--- config.mk ---
export PLATFORM = sky130hd
export DESIGN_NAME = display_scanout
export DESIGN_NICKNAME = d
export VERILOG_FILES = /design/src/rtl/display_scanout.sv
export SDC_FILE = /design/constraint.sdc
export NUM_CORES = 1
export LEC_CHECK = 0
export CORE_ASPECT_RATIO = 0.9
export CORE_MARGIN = 1.5
export CORE_UTILIZATION = 35
export CTS_CLUSTER_DIAMETER = 200
export DETAILED_ROUTE_END_ITERATION = 10
export PLACE_DENSITY = 0.7
export SYNTH_ARGS = -nofsm -noshare
export SYNTH_HDL_FRONTEND = slang
export SYNTH_SLANG_ARGS = --single-unit
--- constraint.sdc ---
create_clock -name clk -period 7.55 [get_ports clk]
set_input_delay 1.51 -clock clk [delete_from_list [all_inputs] [get_ports clk]]
set_output_delay 1.51 -clock clk [all_outputs]
set_load 0.005 [all_outputs]
--- src/rtl/display_scanout.sv ---
// display_scanout: VGA-class raster timing with 2x-replicated RGB565 framebuffer scan-out and per-frame render trigger
module display_scanout #(
  parameter int H_ACTIVE   = 640,
  parameter int H_FP       = 16,
  parameter int H_SYNC     = 96,
  parameter int H_BP       = 48,
  parameter int V_ACTIVE   = 480,
  parameter int V_FP       = 10,
  parameter int V_SYNC     = 2,
  parameter int V_BP       = 33,
  parameter int SCALE      = 2,
  parameter int FB_WIDTH   = 320,
  parameter int FB_HEIGHT  = 240,
  parameter int RD_LATENCY = 1
) (
  input  logic                                   clk,
  input  logic                                   rst,
  output logic [$clog2(FB_WIDTH*FB_HEIGHT)-1:0]  fb_rd_addr,
  input  logic [15:0]                            fb_rd_data,
  input  logic                                   frame_done,
  output logic                                   frame_start,
  output logic [23:0]                            rgb,
  output logic                                   hsync,
  output logic                                   vsync,
  output logic                                   de,
  output logic [7:0]                             dropped_frames
);
  localparam int H_TOTAL = H_ACTIVE + H_FP + H_SYNC + H_BP;
  localparam int V_TOTAL = V_ACTIVE + V_FP + V_SYNC + V_BP;
  localparam int HW = $clog2(H_TOTAL);
  localparam int VW = $clog2(V_TOTAL);
  localparam int AW = $clog2(FB_WIDTH*FB_HEIGHT);
  localparam int SH = $clog2(SCALE);
  localparam int DL = 1 + RD_LATENCY;
  localparam logic [HW-1:0] HA  = HW'(H_ACTIVE);
  localparam logic [HW-1:0] HS0 = HW'(H_ACTIVE + H_FP);
  localparam logic [HW-1:0] HS1 = HW'(H_ACTIVE + H_FP + H_SYNC);
  localparam logic [HW-1:0] HL  = HW'(H_TOTAL - 1);
  localparam logic [VW-1:0] VA  = VW'(V_ACTIVE);
  localparam logic [VW-1:0] VS0 = VW'(V_ACTIVE + V_FP);
  localparam logic [VW-1:0] VS1 = VW'(V_ACTIVE + V_FP + V_SYNC);
  localparam logic [VW-1:0] VL  = VW'(V_TOTAL - 1);
  logic [HW-1:0] hcount;
  logic [VW-1:0] vcount;
  logic          active, hs_n, vs_n, trig;
  logic [AW-1:0] addr;
  logic [DL-1:0] de_d, hs_d, vs_d;
  logic [4:0]    r5, b5;
  logic [5:0]    g6;
  always_comb begin
    active = (hcount < HA) && (vcount < VA);
    hs_n   = !((hcount >= HS0) && (hcount < HS1));
    vs_n   = !((vcount >= VS0) && (vcount < VS1));
    trig   = (hcount == '0) && (vcount == VA);
    addr   = AW'(hcount >> SH) + AW'(FB_WIDTH) * AW'(vcount >> SH);
    r5     = fb_rd_data[15:11];
    g6     = fb_rd_data[10:5];
    b5     = fb_rd_data[4:0];
  end
  assign frame_start = !rst && trig && frame_done;
  always_ff @(posedge clk) begin
    if (rst) begin
      hcount <= '0;
      vcount <= '0;
    end else begin
      hcount <= (hcount == HL) ? '0 : hcount + 1'b1;
      vcount <= (hcount != HL) ? vcount : (vcount == VL) ? '0 : vcount + 1'b1;
    end
  end
  // sync/de ride a delay line matched to address register + RAM latency + output register
  always_ff @(posedge clk) begin
    if (rst) begin
      fb_rd_addr     <= '0;
      de_d           <= '0;
      hs_d           <= '1;
      vs_d           <= '1;
      rgb            <= '0;
      de             <= 1'b0;
      hsync          <= 1'b1;
      vsync          <= 1'b1;
      dropped_frames <= '0;
    end else begin
      fb_rd_addr     <= active ? addr : '0;
      de_d           <= {de_d[DL-2:0], active};
      hs_d           <= {hs_d[DL-2:0], hs_n};
      vs_d           <= {vs_d[DL-2:0], vs_n};
      de             <= de_d[DL-1];
      hsync          <= hs_d[DL-1];
      vsync          <= vs_d[DL-1];
      rgb            <= de_d[DL-1] ? {r5, r5[4:2], g6, g6[5:4], b5, b5[4:2]} : '0;
      dropped_frames <= (trig && !frame_done && dropped_frames != 8'hFF) ? dropped_frames + 8'd1 : dropped_frames;
    end
  end
endmodule
* Word level (Yosys, flattened, before mapping)
Cells that the tools add are included.
** Word-level totals
- Bits in read-only memories :: 0
- Memories kept :: 0
- Flip-flop bits (word level) :: 78
- Latch bits :: 0
- Output and inout bits :: 53
- Bits of input ports :: 19
- Bits in writable memories :: 0
** Operators by class
- Bitwise operators :: 2
- Eq/ne operators :: 5
- Shift-type cells :: 0
- Order comparisons :: 6
- Multipliers :: 1
- Divide/modulo/power cells :: 0
- Add/sub/neg operators :: 4
- Reductions and logical operators :: 16
- Mux-type cells :: 1
** Operator list (number)
- $add A10 B1 Y10 const B :: 2
- $eq A10 B10 Y1 const B :: 2
- $lt A10 B10 Y1 const B :: 2
- $lt A10 B9 Y1 const B :: 2
- $add A9 B17 Y17 :: 1
- $mul A3 B9 Y11 const A :: 1
- $eq A10 B9 Y1 const B :: 1
- $ge A10 B10 Y1 const B :: 1
- $ge A10 B9 Y1 const B :: 1
- $logic_not A10 Y1 :: 1
- $mux W10 :: 1
- $ne A10 B10 Y1 const B :: 1
- $add A8 B1 Y8 const B :: 1
- $logic_and A1 B1 Y1 :: 8
- $ne A8 B8 Y1 const B :: 1
- $reduce_or A2 Y1 :: 3
- $logic_not A1 Y1 :: 4
- $not A1 Y1 :: 2

* Depth between registers and ports, before layout
- Depth after elaboration :: 4
- Mapped depth :: 8
- Gate-level depth less buffers :: 8

* Least setup slack after synthesis
No wires, ideal clock.
- Path kind :: input port to output port
- Start :: in rst
- End :: out frame_start
- Stages on the path :: 2
- Arrival :: 1969 ps
- Setup slack :: 4071 ps
- Data required time :: 6040 ps
- Buffers on the path :: 1
- Cell sequence :: clkbuf_1 > and4b_2
** On the way
- Cells in the longest elaborated chain, start to end :: 3
** RTL lines
- from (decl) :: line 17 : input logic rst,
- $logic_not A1 Y1 :: line 60 : assign frame_start = !rst && trig && frame_done;
- $logic_and A1 B1 Y1 (2 in series) :: line 60
- to (decl) :: line 21 : output logic frame_start,
Every way passes these cells.

* Worst setup path in the final report
Ends and elaborated chain as after synthesis.

==> impl_results.md <==
- Top post-synthesis cells by area: sky130_fd_sc_hd__dfxtp_1, sky130_fd_sc_hd__ha_1, sky130_fd_sc_hd__and2_1
- Hold bufs inserted after CTS: 0
- Element type at the critical path end: output port
- Static leakage: 0.001656 uW
- Number of enable-type register cells in the synthesized netlist: 0
- H-tree levels: 3
- DR WL met2: between 2000 and 3000 um
- Power per cell area: ~170 nW/um2
- I/O pin count: between 70 and 80
- Number of DRC violations after detailed-routing iteration 0: 88
- Setup violators final: 0
- Worst reg2reg startpoint: vcount[2]
- Share of the synthesized area in the top cell type: 0.4308
- DP Wirelength: around 4800 um
- Kind of path behind the tightest hold check: flip-flop to flip-flop
- Max Buffers Root-to-Sink: 2
- Initial DRT Pass Iterations: 4
- CTS tree: yes
- Signal arrival time at the worst endpoint: around 3.0 ns
- Required time of the critical path: roughly 6.0 ns
- Stage delay of the slowest cell on the critical path: 0.46 ns
- Pin count of the biggest net entering global routing: 33
- Number of CTS-inserted buffers: 9
- Final Hold Violating Endpoints: 0
- Proportion of layout cells with a drive suffix above 1: 0.08495
- Setup repair after global routing missed its margin: false
- CTS Sinks: 70
- Antenna violations before repair: 0
- Library cell with the highest instance count after synthesis: sky130_fd_sc_hd__dfxtp_1
- Sequential share of the synthesized area: 0.4308
- FF-to-FF path depth: 8
- Type of the worst setup path: primary input to output port
- Via count of the first global-routing pass: about 2400
- Wire length of the first global-routing pass: around 11000 um
- Last weighted congestion value of the routability-driven placer: ~0.84
- Per-instance average area after synthesis: 9.540 um2
- Post-DR vias/cell: 4.828
- Buffers inserted during post-CTS setup optimization: 0
- Die footprint: just under 10000 um2
- Warnings from Yosys: 0
- Routed wirelength normalized by instance count: 12.22 um
- Most numerous cell types in the synthesized netlist: sky130_fd_sc_hd__dfxtp_1, sky130_fd_sc_hd__nor2_1, sky130_fd_sc_hd__and2_1
- Final TNS setup: 0 ns
- Initial standard-cell utilization of the core: 0.3581
- Fin worst setup slack: approximately 3.1 ns
- Die Ht: approximately 94 um
- Number of max-cap violations: 0
- Root buf cell: sky130_fd_sc_hd__clkbuf_8
- Total grt overflow: 0
- Minimum setup slack among reg-to-reg paths: 4.23 ns
- Port Buffer Count: just over 70
- Terminus of the critical flop-to-flop path: fb_rd_addr[15]
- Core area: 9084 um2
- Asr flop ratio synth: 0
- Worst slack at placement: approximately 3 ns
- Hold path cells: 1
- Worst clock skew: ~0.008 ns
- Met1 Routed Length: 3107 um
- Number of slew-limit violations in the final report: 0
- Destination of the worst hold path: vsync
- Post-route clock period utilization: 0.5951
- Total routing usage reported by global routing: 0.1343
- Number of nets in the layout: 450
- Count of different cell masters after synthesis: 52
- Highest Signal Layer: met4
- Cell breakdown of the critical path: clkdlybuf4s50_1 -> buf_4 -> and4b_2 -> clkdlybuf4s50_1
- Clk Latency, worst-skew pair: about 0.35 ns
- Horiz. Die Dim: around 100 um
- Crit path top cell by count: sky130_fd_sc_hd__clkdlybuf4s50_1
- Total detailed-routing wirelength: 6525 um
- Highest fanout seen on the critical path: 32
- Tmin final: 4.493 ns
- Run status: finished, final reports clean
- Number of synthesized register bits: 70
- Slew headroom: 0.3052
- Launch point of the worst hold path: vs_d[1]
- Vias post-DR: between 2000 and 3000
- Total of fill cells in the finished design: 852
- Routed wl met3: approximately 230 um
- Slowest stage cell, crit path: sky130_fd_sc_hd__clkdlybuf4s50_1
- DRC violation count after routing: 0
- Clock edge transition at the registers on the reported setup and hold paths: 0.09 ns
- Post-route ant nets: 0
- Critical path launch point type: primary input
- Fmax: roughly 0.22 GHz
- Resized cells post-CTS: 0
- Fin util: 0.4631
- Total inserted antenna cells: 0
- Area leader, netlist: sky130_fd_sc_hd__dfxtp_1
- Synth-to-layout area growth: 29.31%
- Worst vdd ir: between 0.00007 and 0.00008 V
- Cells after synthesis: 341
- Synthesized area: 3253 um2
- Post-Syn Nets: between 300 and 400
- Worst slew pin tran: 1.016 ns
- Most frequently used flop master after synthesis: sky130_fd_sc_hd__dfxtp_1
- Number of placement rows: 33
-- per-layer routing --
| metal | global-route usage | up-vias |
|---|---|---|
| met1 | 0.1686 | 1191 |
| met3 | 0.01932 | 15 |
| met2 | 0.2198 | 50 |
| met5 | 0 | - |
| li1 | - | 1322 |
| met4 | 0.08333 | 0 |
-- metrics by stage --
stage	area (um2)	total power [uW]	std cells	hold slack [ns]
global placement	4019	420.1	518	0.3932
floorplan	3253	401.1	341	0.3895
CTS	4207	708.2	534	0.4110
detailed placement	4019	420.5	518	0.3965
global route	4207	726.0	534	0.4216
finish	4207	698.4	534	0.4049
-- area by class of cell --
| type | instances | area, um2 | area share |
|---|---|---|---|
| flip-flops and latches | 70 | 1401 | 0.3331 |
| multi-input cells | 241 | 1694 | 0.4027 |
| inverters | 12 | 45.04 | 0.01071 |
| clock inverters | 7 | 63.81 | 0.01517 |
| clock buffers | 9 | 123.9 | 0.02945 |
| repair buffers | 73 | 725.7 | 0.1725 |
| well taps | 122 | 152.6 | 0.03629 |
-- worst max-delay path: cells and delay by family --
kind	cells	cell delay, ns
buffers and inverters	3	1.20
AND/OR/NAND/NOR	1	0.27
-- how the worst max path moves through the flow --
stage	start	endpoint	slack (ns)	depth (start not counted)
finish	rst	frame_start	3.06	4
global route	rst	frame_start	2.98	4
CTS	rst	frame_start	3.04	4
detailed placement	rst	frame_start	3.05	4
global placement	rst	frame_start	3.06	4
floorplan	rst	frame_start	4.07	2
-- placed cells by master, fill, tap and decap left out, types with 2 or more instances in the layout --
cell type                         Yosys  layout
sky130_fd_sc_hd__nand3_1              9       9
sky130_fd_sc_hd__or4_1                4       4
sky130_fd_sc_hd__o21ai_0              9       9
sky130_fd_sc_hd__ha_1                22      22
sky130_fd_sc_hd__a211oi_1             3       3
sky130_fd_sc_hd__mux2i_1              3       3
sky130_fd_sc_hd__nor3b_1              2       2
sky130_fd_sc_hd__fa_1                 2       2
sky130_fd_sc_hd__xnor2_1             12      12
sky130_fd_sc_hd__a2111oi_0            2       2
sky130_fd_sc_hd__or2_2                6       6
sky130_fd_sc_hd__inv_1               12      12
sky130_fd_sc_hd__and3_1               2       2
sky130_fd_sc_hd__xor2_1              14      14
sky130_fd_sc_hd__or3_1                5       5
sky130_fd_sc_hd__and2_1              25      25
sky130_fd_sc_hd__o31ai_1              5       5
sky130_fd_sc_hd__nand2_1             11      11
sky130_fd_sc_hd__inv_8                0       2
sky130_fd_sc_hd__dfxtp_1             70      70
sky130_fd_sc_hd__a21o_1               2       2
sky130_fd_sc_hd__nand4_1             13      13
sky130_fd_sc_hd__clkinvlp_4           0       2
sky130_fd_sc_hd__nor3_1              13      13
sky130_fd_sc_hd__nor4_1               4       4
sky130_fd_sc_hd__nor2_1              37      37
sky130_fd_sc_hd__buf_4               10       2
sky130_fd_sc_hd__nor2b_1              7       7
sky130_fd_sc_hd__clkdlybuf4s50_1      0      71
sky130_fd_sc_hd__clkbuf_8             0       9
sky130_fd_sc_hd__inv_6                0       2
sky130_fd_sc_hd__a21oi_1              6       6
-- logic make-up (layout without fill, tap and decap cells) --
family | count (synthesis) | after routing | synth area share
adder cells (fa/ha/maj) | 24 | 24 | 0.09692
AO/OA/AOI/OAI | 37 | 37 | 0.07731
XOR/XNOR | 26 | 26 | 0.07000
buffers and inverters | 30 | 101 | 0.04846
multiplexers | 3 | 3 | 0.009231
flip-flops | 70 | 70 | 0.4308
AND/OR/NAND/NOR | 151 | 151 | 0.2673
-- report_power, final --
| part | leakage [uW] | internal, uW | switching [uW] |
|---|---|---|---|
| Combinational | 0.000998 | 21.1 | 13.7 |
| Sequential | 0.000567 | 374 | 2.82 |
| Clock | 0.0000903 | 126 | 161 |
-- flip-flops by register name (all words and copies together), names as in the netlist --
register        count
de                  1
de_d                2
dropped_frames      8
fb_rd_addr         17
hcount             10
hs_d                2
hsync               1
rgb                16
vcount             10
vs_d                2
vsync               1
No activity file was read; power rests on OpenSTA's default activity.
